## config.mk

```make
export PLATFORM = sky130hd
export DESIGN_NAME = avg_frame_packer_flat
export DESIGN_NICKNAME = d
export VERILOG_FILES = /design/src/rtl/avg_frame_packer_if.sv /design/src/rtl/avg_frame_packer.sv /design/src/flat_wrapper.sv
export SDC_FILE = /design/constraint.sdc
export NUM_CORES = 1
export LEC_CHECK = 0
export ABC_CLOCK_PERIOD_IN_PS = 4100
export BUFFER_PORTS_ARGS = -buffer_cell sky130_fd_sc_hd__buf_4
export CAP_MARGIN = 20
export CELL_PAD_IN_SITES_DETAIL_PLACEMENT = 0
export CELL_PAD_IN_SITES_GLOBAL_PLACEMENT = 1
export CORE_UTILIZATION = 35
export DETAILED_ROUTE_END_ITERATION = 6
export PLACE_DENSITY_LB_ADDON = 0.1
export SLEW_MARGIN = 20
export SYNTH_ARGS = -nofsm -noshare
export SYNTH_HDL_FRONTEND = slang
export SYNTH_SLANG_ARGS = --single-unit
```

## constraint.sdc

```tcl
create_clock -name Clk -period 4.1 [get_ports Clk]
set_input_delay 0.615 -clock Clk [delete_from_list [all_inputs] [get_ports Clk]]
set_output_delay 0.615 -clock Clk [all_outputs]
set_load 0.01 [all_outputs]
```

## src/rtl/avg_frame_packer_if.sv

```systemverilog
// avg_frame_packer_if
//   Bundles the sample-side and frame-side handshakes of avg_frame_packer.
//   master : producer/consumer view (drives samples, flush, frame_ready)
//   slave  : packer view (drives in_ready, operands a..h, sa, frame_valid,
//            frame_cnt, sum_out)
//   Signals:
//     in_data/in_valid/in_ready  serial sample handshake
//     flush                      close a partial frame early
//     a..h                       frame operands, slot 0 = a, slot 7 = h
//     sa                         constant shift amount
//     frame_valid/frame_ready    frame handshake
//     frame_cnt                  real samples in the frame (1..8)
//     sum_out                    frame sum (0 unless AVG_SUM_CHECK_EN)
interface avg_frame_packer_if #(
    parameter int DATAWIDTH = 16
);
    logic [DATAWIDTH-1:0] in_data;
    logic                 in_valid;
    logic                 in_ready;
    logic                 flush;
    logic [DATAWIDTH-1:0] a, b, c, d, e, f, g, h;
    logic [7:0]           sa;
    logic                 frame_valid;
    logic                 frame_ready;
    logic [3:0]           frame_cnt;
    logic [DATAWIDTH+2:0] sum_out;

    modport master (
        output in_data, in_valid, flush, frame_ready,
        input  in_ready, a, b, c, d, e, f, g, h, sa, frame_valid, frame_cnt, sum_out
    );

    modport slave (
        input  in_data, in_valid, flush, frame_ready,
        output in_ready, a, b, c, d, e, f, g, h, sa, frame_valid, frame_cnt, sum_out
    );
endinterface

```

## src/rtl/avg_frame_packer.sv

```systemverilog
// avg_frame_packer
//   Packs a serial stream of DATAWIDTH-bit samples into 8-operand frames
//   for the 8-input averaging datapath. A frame is presented on a..h with
//   the constant shift amount sa under a valid/ready handshake and held
//   stable until consumed. A partial frame can be closed early with flush;
//   unwritten slots are zero-padded.
//   Ports:
//     Clk  rising-edge clock
//     Rst  synchronous, active-low reset
//     bus  avg_frame_packer_if.slave (sample handshake, flush, frame outputs)
//   Optional feature:
//     AVG_SUM_CHECK_EN  when defined, a running accumulator produces sum_out
//                       (sum of the 8 slots); otherwise sum_out is tied to 0.
module avg_frame_packer #(
    parameter int DATAWIDTH = 16,
    parameter int SHAMT     = 1
) (
    input logic              Clk,
    input logic              Rst,
    avg_frame_packer_if.slave bus
);

    typedef enum logic {FILL, HOLD} state_t;

    state_t               state;
    logic [DATAWIDTH-1:0] slot [8];
    logic [3:0]           cnt;
    logic [3:0]           cnt_next;
    logic [3:0]           frame_cnt_q;
    logic                 frame_valid_q;
    logic                 in_ready;
    logic                 in_xfer;
    logic                 enter_hold;

    // In HOLD, a sample is only accepted together with the outgoing frame,
    // so the new frame starts in slot a without a bubble cycle.
    always_comb begin
        in_ready   = Rst && ((state == FILL) || bus.frame_ready);
        in_xfer    = bus.in_valid && in_ready;
        cnt_next   = cnt + {3'b000, in_xfer};
        enter_hold = (state == FILL) &&
                     ((cnt_next == 4'd8) || (bus.flush && (cnt_next != 4'd0)));
    end

    always_ff @(posedge Clk) begin
        if (!Rst) begin
            state         <= FILL;
            cnt           <= '0;
            frame_valid_q <= 1'b0;
            frame_cnt_q   <= '0;
            for (int unsigned i = 0; i < 8; i++) begin
                slot[3'(i)] <= '0;
            end
        end else begin
            case (state)
                FILL: begin
                    if (in_xfer) begin
                        slot[cnt[2:0]] <= bus.in_data;
                    end
                    cnt <= cnt_next;
                    if (enter_hold) begin
                        state         <= HOLD;
                        frame_valid_q <= 1'b1;
                        frame_cnt_q   <= cnt_next;
                        // Early close: clear every slot past the last real sample
                        // (a sample landing this cycle sits below cnt_next).
                        for (int unsigned i = 0; i < 8; i++) begin
                            if (4'(i) >= cnt_next) begin
                                slot[3'(i)] <= '0;
                            end
                        end
                    end
                end
                HOLD: begin
                    if (bus.frame_ready) begin
                        state         <= FILL;
                        frame_valid_q <= 1'b0;
                        if (in_xfer) begin
                            slot[0] <= bus.in_data;
                            cnt     <= 4'd1;
                        end else begin
                            cnt     <= 4'd0;
                        end
                    end
                end
                default: state <= FILL;
            endcase
        end
    end

`ifdef AVG_SUM_CHECK_EN
    logic [DATAWIDTH+2:0] acc;
    logic [DATAWIDTH+2:0] acc_next;
    logic [DATAWIDTH+2:0] sum_q;

    always_comb begin
        acc_next = acc + (in_xfer ? {3'b000, bus.in_data} : '0);
    end

    always_ff @(posedge Clk) begin
        if (!Rst) begin
            acc   <= '0;
            sum_q <= '0;
        end else begin
            case (state)
                FILL: begin
                    acc <= acc_next;
                    if (enter_hold) begin
                        sum_q <= acc_next;
                    end
                end
                HOLD: begin
                    if (bus.frame_ready) begin
                        acc <= in_xfer ? {3'b000, bus.in_data} : '0;
                    end
                end
                default: acc <= '0;
            endcase
        end
    end

    assign bus.sum_out = sum_q;
`else
    assign bus.sum_out = '0;
`endif

    assign bus.in_ready    = in_ready;
    assign bus.frame_valid = frame_valid_q;
    assign bus.frame_cnt   = frame_cnt_q;
    assign bus.sa          = 8'(SHAMT);
    assign bus.a           = slot[0];
    assign bus.b           = slot[1];
    assign bus.c           = slot[2];
    assign bus.d           = slot[3];
    assign bus.e           = slot[4];
    assign bus.f           = slot[5];
    assign bus.g           = slot[6];
    assign bus.h           = slot[7];

endmodule

```

## src/flat_wrapper.sv

```systemverilog
// flat-port wrapper written by rule: the top's interface ports become plain ports
module avg_frame_packer_flat 
#(
    parameter int DATAWIDTH = 16,
    parameter int SHAMT     = 1
)
  (Clk, Rst, bus_in_data, bus_in_valid, bus_flush, bus_frame_ready, bus_in_ready, bus_a, bus_b, bus_c, bus_d, bus_e, bus_f, bus_g, bus_h, bus_sa, bus_frame_valid, bus_frame_cnt, bus_sum_out);
  avg_frame_packer_if #(.DATAWIDTH(DATAWIDTH)) bus_i ();
  input logic Clk;
  input logic Rst;
  input wire logic [$bits(bus_i.in_data)-1:0] bus_in_data;
  input wire logic [$bits(bus_i.in_valid)-1:0] bus_in_valid;
  input wire logic [$bits(bus_i.flush)-1:0] bus_flush;
  input wire logic [$bits(bus_i.frame_ready)-1:0] bus_frame_ready;
  output wire logic [$bits(bus_i.in_ready)-1:0] bus_in_ready;
  output wire logic [$bits(bus_i.a)-1:0] bus_a;
  output wire logic [$bits(bus_i.b)-1:0] bus_b;
  output wire logic [$bits(bus_i.c)-1:0] bus_c;
  output wire logic [$bits(bus_i.d)-1:0] bus_d;
  output wire logic [$bits(bus_i.e)-1:0] bus_e;
  output wire logic [$bits(bus_i.f)-1:0] bus_f;
  output wire logic [$bits(bus_i.g)-1:0] bus_g;
  output wire logic [$bits(bus_i.h)-1:0] bus_h;
  output wire logic [$bits(bus_i.sa)-1:0] bus_sa;
  output wire logic [$bits(bus_i.frame_valid)-1:0] bus_frame_valid;
  output wire logic [$bits(bus_i.frame_cnt)-1:0] bus_frame_cnt;
  output wire logic [$bits(bus_i.sum_out)-1:0] bus_sum_out;
  assign bus_i.in_data = bus_in_data;
  assign bus_i.in_valid = bus_in_valid;
  assign bus_i.flush = bus_flush;
  assign bus_i.frame_ready = bus_frame_ready;
  assign bus_in_ready = bus_i.in_ready;
  assign bus_a = bus_i.a;
  assign bus_b = bus_i.b;
  assign bus_c = bus_i.c;
  assign bus_d = bus_i.d;
  assign bus_e = bus_i.e;
  assign bus_f = bus_i.f;
  assign bus_g = bus_i.g;
  assign bus_h = bus_i.h;
  assign bus_sa = bus_i.sa;
  assign bus_frame_valid = bus_i.frame_valid;
  assign bus_frame_cnt = bus_i.frame_cnt;
  assign bus_sum_out = bus_i.sum_out;
  avg_frame_packer #(.DATAWIDTH(DATAWIDTH), .SHAMT(SHAMT)) u_core (.Clk(Clk), .Rst(Rst), .bus(bus_i));
endmodule
```

# ---- Word-level counts from Yosys, hierarchy flattened
# Memory sizes are Yosys's and may differ from the RTL's.
# Cells that the tools add are included.
dict set report totals {
  reg_bits 10
  ram_bits 128
  out_inout_bits 161
  elab_cells 107
  n_memories 1
}
dict set report op_classes {
  n_addsub 1
  magnitude_cmp 8
  eq_ne 3
  mux 70
  bitwise 10
  n_reduce_logical 10
}
# memory words word_bits read_ports rd_clocked_by_memory_dff write_ports line
set mem_list {}
lappend mem_list {u_core.slot 8 16 8 0 8 avg_frame_packer.sv:26} ;# logic [DATAWIDTH-1:0] slot [8];
# operator count
set ops {}
lappend ops {{$mux W16} 10}
lappend ops {{$mux W1} 55}
lappend ops {{$ge A3 B4 Y1 const A} 4}
lappend ops {{$reduce_or A16 Y1} 1}
lappend ops {{$or A1 B1 Y1} 9}
lappend ops {{$ge A1 B4 Y1 const A} 2}
lappend ops {{$ge A2 B4 Y1 const A} 2}
lappend ops {{$pmux W4 S2} 1}
lappend ops {{$add A4 B1 Y4} 1}
lappend ops {{$eq A4 B4 Y1 const B} 1}
lappend ops {{$logic_and A1 B1 Y1} 4}
lappend ops {{$mux W4} 1}
lappend ops {{$pmux W1 S2} 2}
lappend ops {{$reduce_and A2 Y1} 2}
lappend ops {{$reduce_bool A4 Y1} 1}
lappend ops {{$mux W3} 1}
lappend ops {{$logic_or A1 B1 Y1} 2}
lappend ops {{$ne A2 B1 Y1 const B} 1}
lappend ops {{$ne A2 B2 Y1 const B} 1}
lappend ops {{$not A1 Y1} 1}

# ---- Longest topological paths before layout
dict set report logic_depth {
  word_depth 16
  ltp_mapped 10
  ltp_nobuf 8
}

# ---- Worst setup path after synthesis
# Ideal clock, no wire load.
dict set report synth_timing {
  path_type {reg2reg}
  from {register u_core.state}
  to {memory u_core.slot[1][0], enable pin}
  setup_time_ns 0.435
  arrival_time_ns 3.530
  t_required_ns 3.665
  setup_slack_ns 0.135
  stages_incl_launch_ff 8
  period_less_slack_ns 3.965
  path_cell_list {dfxtp_1 clkbuf_1 nor2b_1 nor2_1 ha_1 ha_1 clkbuf_1 o41ai_1}
}
# item line
set synth_lines {}
lappend synth_lines {{start, declared} avg_frame_packer.sv:25} ;# state_t state;
lappend synth_lines {{start signal, assigned} avg_frame_packer.sv:47} ;# state <= FILL;
lappend synth_lines {{start signal, assigned} avg_frame_packer.sv:62} ;# state <= HOLD;
lappend synth_lines {{start signal, assigned} avg_frame_packer.sv:76} ;# state <= FILL;
lappend synth_lines {{end, declared} avg_frame_packer.sv:26}

==> metrics.csv <==
metric,value,unit
drv_cap,0,
critPathKind,reg -> reg,
hold_viol_final,0,
switchingPower,0.00103,W
p_int,0.00300,W
drt_iter0_drc,142,
top_layer_used,met4,
setup_tns,0,ns
portBuffers,154,
crit_arrival,3.38,ns
pwr-share-clk,35.3,%
rrSetupSlack,0.75,ns
grt_pass1_vias,3334,
dieArea,16600,um2
drt_first_pass_iters,4,
cts_inserted_buffers,17,
skew,0.00481,ns
netSwitchingFraction,25.6,%
postCtsSetupRepairBufs,0,
start_util,35.7,%
synth_edf_count,128,
die_w,129,um
clkTransAtPathRegs,0.05,ns
slew_violations,0,
leakage,3.16,nW
cts.sink_count,138,
wl_per_cell,17.5,um
routed-via-count,3421,
required,4.13,ns
crit_fanout,16,
die-height,129,um
setup_viol,0,
root_buffer,clkbuf_16,
drive_gt1_share,35.5,%
status,"finished, final reports clean",
grt_overflow,0,
synth.distinct_cells,41,
finalNetCount,573,
wirelength,13.6,mm
cts_hold_buf,0,
cp-end-kind,flop,
cts_buffer_depth,2,
fin_total_pwr,0.00403,W
seqPwrFrac,46.9,%
ys_seq_elements,138,
yosys_warnings,0,
post-route-period-util,81.7,%
htreeDepth,4,
ys_seq_area_share,71.8,%
via_per_inst,4.39,
syn_area,5630,um2
combPwrFrac,17.8,%
synth_ff_type,edfxtp_1,
antenna_found_initial,0,
slew-limit-headroom,38.4,%
ir_drop,0.000281,V
hold_path_depth,2,
final_antenna_net_count,0,
grt_max_degree,18,
row_count,46,
hpwlAfterDp,9.85,mm
io_pins,182,
crit_path_start_kind,flop,
finalCriticalPeriod,3.35,ns
fill_cells,1489,
grt_pass1_wl,19.8,mm
power.density,537,nW/um2
insertion_delay,0.41,ns
postCtsResizedCells,0,
gp_congestion,0.815,
synth_area_per_cell,14.6,um2
wl_met1,5.70,mm
async_reset_ff_share,0,%
max_freq,299,MHz
rr_worst_depth,7,
syn_inst,386,
rsz0062_at_grt,false,
syn_to_final_growth,33.2,%
route.met3.wl,852,um
hold_path.class,reg -> reg,
antenna_cells,0,
core_area,15800,um2
cts_tree,built,
grt_usage,16.9,%
wl_met2,6.87,mm
drc,0,
worstMarginPinSlew,0.924,ns
Yosys cell counts, types with 2 or more instances:
cell / count / share of area [%]
inv_1: 2 / 0.13
nor2b_1: 3 / 0.33
buf_4: 29 / 3.9
ha_1: 2 / 0.44
o21a_1: 4 / 0.53
xnor2_1: 2 / 0.31
nand2_1: 4 / 0.27
o21ai_0: 5 / 0.44
and2_1: 130 / 14
nand3_1: 3 / 0.27
dfxtp_1: 10 / 3.6
conb_1: 2 / 0.13
edfxtp_1: 128 / 68
nor2_2: 2 / 0.22
a211oi_1: 2 / 0.27
or3_1: 2 / 0.22
a21oi_1: 2 / 0.18
a311o_1: 2 / 0.36
or2_2: 3 / 0.33
nor3_1: 3 / 0.27
clkbuf_1: 12 / 0.80
nand2b_1: 2 / 0.22
a31oi_1: 2 / 0.22
nor2_1: 13 / 0.87
layout make-up:
type / instances / area, um2 / area share [%]
sequential: 138 / 4040 / 53.9
multi-input combinational: 230 / 1430 / 19.0
timing repair buffer: 161 / 1210 / 16.1
clock buffer: 23 / 448 / 5.97
tap: 216 / 270 / 3.60
clock inverter: 9 / 98.8 / 1.32
inverter: 2 / 7.51 / 0.100
path summary, 6_finish.rpt:
check / start / to
hold reg to reg: u_core.bus.frame_cnt[1] / u_core.bus.frame_cnt[1]
hold / removal: u_core.bus.frame_cnt[1] / u_core.bus.frame_cnt[1]
setup reg to reg: u_core.state / u_core.slot[4][7]
setup / recovery: u_core.state / u_core.slot[4][7]
power groups by stage:
stage	logic [W]	registers (W)	clock network, W
3_3_place_gp	0.000722	0.00192	0
5_1_grt	0.000776	0.00191	0.00151
4_1_cts	0.000732	0.00190	0.00145
3_5_place_dp	0.000732	0.00192	0
2_1_floorplan	0.000242	0.00199	0
6_report	0.000716	0.00189	0.00142
registers in the layout, summed over array words and instances, names as in the netlist:
signal                  flops
u_core.bus.frame_cnt        4
u_core.bus.frame_valid      1
u_core.cnt                  4
u_core.slot               128
u_core.state                1
through the flow:
step	cells	setup WS, ns	utilization (%)	instance area, um2	hold slack [ns]
after CTS	779	0.740	47.6	7500	0.478
after detailed placement	747	0.652	44.1	6960	0.464
after global placement	747	0.719	44.1	6960	0.463
final	779	0.752	47.6	7500	0.479
after floorplan	411	0.135	-	5730	0.480
after global routing	779	0.460	47.6	7500	0.501
critical path, cell delays in order, from the launching register on:
cell and delay (ns):
dfxtp_1 0.58, nor2b_1 0.37, nor2_1 0.08, ha_1 0.23, ha_1 0.43, nor2_1 0.31, xnor2_1 0.16, a311o_1 0.78
layout by cell type (no fill, tap or decap), types with 2 or more instances in the layout:
cell type and count:
nor2b_1 3, nor2_1 13, clkinv_2 4, ha_1 2
dfxtp_1 10, nor3_1 3, a21oi_1 2, o21a_1 4
conb_1 27, a31oi_1 2, a311o_1 2, inv_1 2
edfxtp_1 128, clkbuf_1 6, clkbuf_16 17, xnor2_1 2
bufinv_16 2, nor2_2 2, clkinvlp_4 2, nand2_1 4
nand3_1 3, buf_4 161, nand2b_1 2, or2_2 3
a211oi_1 2, and2_1 130, or3_1 2, o21ai_0 5
logic make-up (layout without fill, tap and decap cells):
| group | count (synthesis) | in the layout | synth area share (%) |
|---|---|---|---|
| AOI/OAI and AO/OA | 23 | 23 | 3.24 |
| xor gates and xnor gates | 3 | 3 | 0.600 |
| adders and majority gates | 2 | 2 | 0.444 |
| buffers and inverters | 43 | 195 | 4.80 |
| DFF | 138 | 138 | 71.8 |
| muxes | 1 | 1 | 0.178 |
| other | 2 | 27 | 0.133 |
| and+or+nand+nor | 174 | 174 | 18.8 |
routing by layer:
| metal | GRT usage (%) | vias up |
|---|---|---|
| li1 | - | 1628 |
| met1 | 20.6 | 1645 |
| met2 | 28.8 | 135 |
| met3 | 4.12 | 13 |
| met4 | 6.64 | 0 |
| met5 | 0 | - |
Note: power is estimated with default switching activity, not from simulation.
